==> src/rtl/req_ack_responder.sv <==
// req_ack_responder
//   Detects request rises on a level `req` line, acknowledges each accepted
//   request with a one-cycle `ack` pulse, buffers {payload, sequence tag} and
//   delivers them oldest-first on a valid/ready response port.
//
// Ports
//   clk       in   clock, all state on posedge
//   rst       in   synchronous active-high reset
//   start     in   arm pulse (first high sample arms, later ones ignored)
//   req       in   request level; each 0->1 transition is one request
//   req_data  in   request payload, sampled on the rise edge
//   ready     in   initiator accepts response when high with valid
//   ack       out  one-cycle acceptance pulse
//   valid     out  response available
//   rsp_data  out  payload of oldest accepted request
//   rsp_tag   out  acceptance sequence number (mod 256)
//   pending   out  accepted requests not yet delivered (0..DEPTH)
//   armed     out  responder armed
//   overflow  out  sticky: a request was dropped because the buffer was full
module req_ack_responder #(
    parameter int unsigned DATA_W = 8,
    parameter int unsigned DEPTH  = 4
) (
    input  logic                       clk,
    input  logic                       rst,
    input  logic                       start,
    input  logic                       req,
    input  logic [DATA_W-1:0]          req_data,
    input  logic                       ready,
    output logic                       ack,
    output logic                       valid,
    output logic [DATA_W-1:0]          rsp_data,
    output logic [7:0]                 rsp_tag,
    output logic [$clog2(DEPTH):0]     pending,
    output logic                       armed,
    output logic                       overflow
);

    localparam int unsigned AW = $clog2(DEPTH);
    localparam int unsigned PW = AW + 1;

    typedef enum logic [1:0] {
        S_DISARMED,
        S_IDLE,
        S_BUSY
    } state_t;

    state_t state, state_n;

    logic              req_q;
    logic [7:0]        tag;
    logic [AW-1:0]     wr_ptr, rd_ptr;
    logic [PW-1:0]     fcount;
    logic [DATA_W-1:0] mem_data [DEPTH];
    logic [7:0]        mem_tag  [DEPTH];

    logic rise, has_room, push, drop, pop, load;

    // pending counts buffered entries plus the one held in the output
    // register, so the full check covers the whole pipeline.
    always_comb begin
        rise     = (state != S_DISARMED) && req && !req_q;
        has_room = pending < PW'(DEPTH);
        push     = rise && has_room;
        drop     = rise && !has_room;
        pop      = valid && ready;
        // Reload the output register whenever it is empty or being popped,
        // which gives back-to-back delivery without a bubble.
        load     = (fcount != '0) && (!valid || ready);
    end

    always_comb begin
        state_n = state;
        case (state)
            S_DISARMED: if (start) state_n = S_IDLE;
            S_IDLE:     if (push)  state_n = S_BUSY;
            S_BUSY:     if (pop && !push && pending == PW'(1)) state_n = S_IDLE;
            default:    state_n = S_DISARMED;
        endcase
    end

    always_ff @(posedge clk) begin
        if (rst) begin
            state    <= S_DISARMED;
            armed    <= 1'b0;
            req_q    <= 1'b0;
            tag      <= '0;
            ack      <= 1'b0;
            overflow <= 1'b0;
            pending  <= '0;
        end else begin
            state    <= state_n;
            armed    <= (state_n != S_DISARMED);
            req_q    <= req;
            ack      <= push;
            overflow <= overflow | drop;
            if (push) tag <= tag + 8'd1;
            case ({push, pop})
                2'b10:   pending <= pending + PW'(1);
                2'b01:   pending <= pending - PW'(1);
                default: pending <= pending;
            endcase
        end
    end

    always_ff @(posedge clk) begin
        if (rst) begin
            wr_ptr <= '0;
            rd_ptr <= '0;
            fcount <= '0;
        end else begin
            if (push) wr_ptr <= wr_ptr + AW'(1);
            if (load) rd_ptr <= rd_ptr + AW'(1);
            case ({push, load})
                2'b10:   fcount <= fcount + PW'(1);
                2'b01:   fcount <= fcount - PW'(1);
                default: fcount <= fcount;
            endcase
        end
    end

    always_ff @(posedge clk) begin
        if (push) begin
            mem_data[wr_ptr] <= req_data;
            mem_tag[wr_ptr]  <= tag;
        end
    end

    always_ff @(posedge clk) begin
        if (rst) begin
            valid    <= 1'b0;
            rsp_data <= '0;
            rsp_tag  <= '0;
        end else if (load) begin
            valid    <= 1'b1;
            rsp_data <= mem_data[rd_ptr];
            rsp_tag  <= mem_tag[rd_ptr];
        end else if (pop) begin
            valid    <= 1'b0;
        end
    end

endmodule

==> config.mk <==
export PLATFORM = sky130hd
export DESIGN_NAME = req_ack_responder
export DESIGN_NICKNAME = d
export VERILOG_FILES = /design/src/rtl/req_ack_responder.sv
export SDC_FILE = /design/constraint.sdc
export NUM_CORES = 1
export LEC_CHECK = 0
export BUFFER_PORTS_ARGS = -buffer_cell sky130_fd_sc_hd__buf_4
export CORE_MARGIN = 5
export CORE_UTILIZATION = 63
export CTS_CLUSTER_SIZE = 8
export DETAILED_ROUTE_END_ITERATION = 10
export GPL_TIMING_DRIVEN = 0
export HOLD_SLACK_MARGIN = 0.05
export PLACE_DENSITY = 0.86
export SYNTH_ARGS = -nofsm -noshare
export SYNTH_HDL_FRONTEND = slang
export SYNTH_SLANG_ARGS = --single-unit
==> constraint.sdc <==
create_clock -name clk -period 5.4 [get_ports clk]
set_input_delay 1.08 -clock clk [delete_from_list [all_inputs] [get_ports clk]]
set_output_delay 1.08 -clock clk [all_outputs]
set_load 0.01 [all_outputs]
==> results_dict.tcl <==
set metrics [dict create \
    final_max_slew_viol_count 0 \
    internal_power_mw 1.42 \
    endpoint_kind "flop" \
    drive_above_1_share_pct 26.0 \
    remaining_antenna_violation_count_after_routing 0 \
    tritoncts "yes" \
    power.density_mw_per_mm2 418 \
    number_of_clock_sinks 105 \
    die_h_um 90.9 \
    layout_common_cells "sky130_fd_sc_hd__edfxtp_1 (64), sky130_fd_sc_hd__dfxtp_1 (41), sky130_fd_sc_hd__buf_4 (36)" \
    vias_per_cell 5.88 \
    core_area_mm2 0.00635 \
    synth-edff-count 64 \
    core.rowCount 29 \
    max_slew.worst_pin.slew_ps 923 \
    postCtsResizedCells 0 \
    yosys_warnings 0 \
    worstSkewPairLatency_ps 360 \
    final_common_cell "sky130_fd_sc_hd__edfxtp_1" \
    final_min_period_over_clock_period_pct 52.6 \
    syn2layout_area_growth_pct 13.4 \
    clock_path_buffers 2 \
    timing.final.setup_violations 0 \
    ioPinCount 36 \
    cp_cell_sequence "buf_4 -> nand2b_1 -> buf_6 -> nor3_4 -> inv_2 -> ha_1 -> fa_1 -> xnor2_1 -> or3_1 -> a21oi_1" \
    maxcap_violations 0 \
    syn-cell-area_mm2 0.00413 \
    pwr-share-seq_pct 50.4 \
    die_x_um 90.9 \
    timing.setup.tns_ps 0 \
    postSynthCellCount 253 \
    yosys.area.top_type "sky130_fd_sc_hd__edfxtp_1" \
    crit_arrival_ps 3130 \
    detailed_routing_iteration_count_for_the_pre_antenna_repair_pass 4 \
    worstSetupStartpoint "req" \
    regToRegStartpoint "req_q" \
    io_buffer_count 35 \
    routedWlPerCell_um 18.3 \
    ir_worst_vdd_v 0.000329 \
    timing.critical_path.buf_inv 3 \
    finalCriticalPeriod_ps 2840 \
    initial_utilization_pct 65.0 \
    crit_path_top_delay_cell "sky130_fd_sc_hd__nor3_4" \
    worst-path-max-fanout 10 \
    setup.worst_path.start_class "input pin" \
    clk_transition_reported_paths_ps 90 \
    p_leak_nw 1.71 \
    max_slew_margin_pct 38.4 \
    clock-skew-final_ps 10.2 \
    cts-buffers-inserted 9 \
    grt_start_max_net_pins 17 \
    global_route.usage.total_pct 18.0 \
    synth.top_cell.area_share_pct 46.6 \
    final.hold.worst_slack_ps 486 \
    netlist-cell-type-count 42 \
    postSynthNetCount 277 \
    finalWeightedCongestion 0.846 \
    postSynthAreaPerCell_um2 16.3 \
    hold_viol 0 \
    insertedDiodeCount 0 \
    synth-async-reset-ratio_pct 0 \
    switch_share_pct 27.3 \
    via_count 2241 \
    hpwl_um 4580 \
    timing.critical_path.max_delay_family "simple AND/OR/NAND/NOR gates" \
    synth.area.top_cells "sky130_fd_sc_hd__edfxtp_1 (47%), sky130_fd_sc_hd__dfxtp_1 (20%), sky130_fd_sc_hd__mux4_1 (5.1%)" \
    power.net_switching_mw 0.535 \
    share_clk_of_total_power_pct 24.2 \
    max_stage_delay_ps 400 \
    htree_num_levels 3 \
    fmax_ghz 0.352 \
    final_net_count 323 \
    post-cts-setup-buffer-count 0 \
    die_area_mm2 0.00827 \
    hp-class "reg2reg" \
    totalWireLength_um 6960 \
    drc_errors 0 \
    min-delay-start "rsp_tag[5]" \
    first_global_vias 2220 \
    grt_antenna_before_repair 0 \
    grt_pass1_wl_um 11400 \
    cp_data_required_time_ps 5690 \
    post_cts_hold_buffer_count 0 \
    run_status "finished, final reports clean" \
    synth_ff_type "sky130_fd_sc_hd__edfxtp_1" \
    grt.overflow.total 0 \
    rsz0062_at_grt "false" \
    detailedRoute.firstIterationViolations 128 \
    combinational_power_share_pct 25.4 \
    synth_sequential_area_ratio_pct 66.5 \
    worstSetupPathType "in2reg" \
    flip_flop_and_latch_count_after_synthesis 105 \
    clockRootBuffer "sky130_fd_sc_hd__clkbuf_8" \
]
[final cells by class]
cell class	count	area, um^2
Tap cell	77	96.3
Multi-Input combinational cell	130	1250
Buffer	12	106
Clock buffer	11	141
Timing Repair Buffer	35	263
Inverter	6	22.5
Clock inverter	5	52.6
Fill cell	390	1670
Sequential cell	105	2740
[power groups by stage]
stage	clock network, mW	registers [mW]	logic [mW]
6_report	0.474	0.987	0.496
4_1_cts	0.486	0.989	0.504
5_1_grt	0.522	0.998	0.544
3_3_place_gp	0	1.00	0.481
2_1_floorplan	0	1.03	0.300
3_5_place_dp	0	1.01	0.502
[synth_stat cells, drive strengths merged (2+ instances only)]
master / n
inv: 6
nor2: 21
mux4: 16
nand2b: 3
xnor2: 10
a22o: 16
a21oi: 8
and2: 5
nand2: 7
edfxtp: 64
ha: 10
nor3: 5
or3: 2
mux2i: 2
dfxtp: 41
nor4: 4
o21ai: 2
nand3: 2
a211oi: 2
xor2: 3
nor2b: 2
buf: 12
[per-layer routing]
metal  track usage, %  part of all wire (%)  vias up  routed length [um]
li1                 -                     -     1055                   -
met1             22.9                    43     1120                2990
met2             29.0                    51       58                3550
met3             6.61                   4.8        8                 335
met4             5.75                   1.1        0                  77
met5                0                     0        -                   0
[state kept, by name (all words and copies together), names as in the netlist, 3 cells and up]
name      flops
mem_data     32
mem_tag      32
rsp_data      8
rsp_tag       8
tag           8
fcount        3
pending       3
[through the flow]
step                total power [mW]  instance area, um^2  util (%)  worst slack [ps]  std cells
finish                          1.96                 4680      73.7              2560        381
global route                    2.06                 4680      73.7              2430        381
CTS                             1.98                 4680      73.7              2570        381
detailed placement              1.51                 4490      70.6              2180        365
global placement                1.48                 4490      70.6              2230        365
floorplan                       1.33                 4130         -              2470        253
[path summary, 6_finish.rpt]
check / end / slack, ps / depth (start not counted)
setup / recovery: fcount[2] / 2560 / 10
hold reg to reg: rsp_tag[5] / 490 / 1
setup reg to reg: fcount[2] / 2980 / 9
hold / removal: rsp_tag[5] / 490 / 1
[cell families (layout without fill, tap and decap cells)]
kind of cell / count (synthesis) / after routing / share of synthesized area, %
AO/OA/AOI/OAI: 31 / 31 / 6.03
XOR/XNOR: 13 / 13 / 2.76
adder cells (fa/ha/maj): 11 / 11 / 3.52
buffers and inverters: 18 / 69 / 3.12
flip-flops: 105 / 105 / 66.5
multiplexers: 18 / 18 / 9.95
AND/OR/NAND/NOR: 57 / 57 / 8.16
No activity file was read; power rests on OpenSTA's default activity.
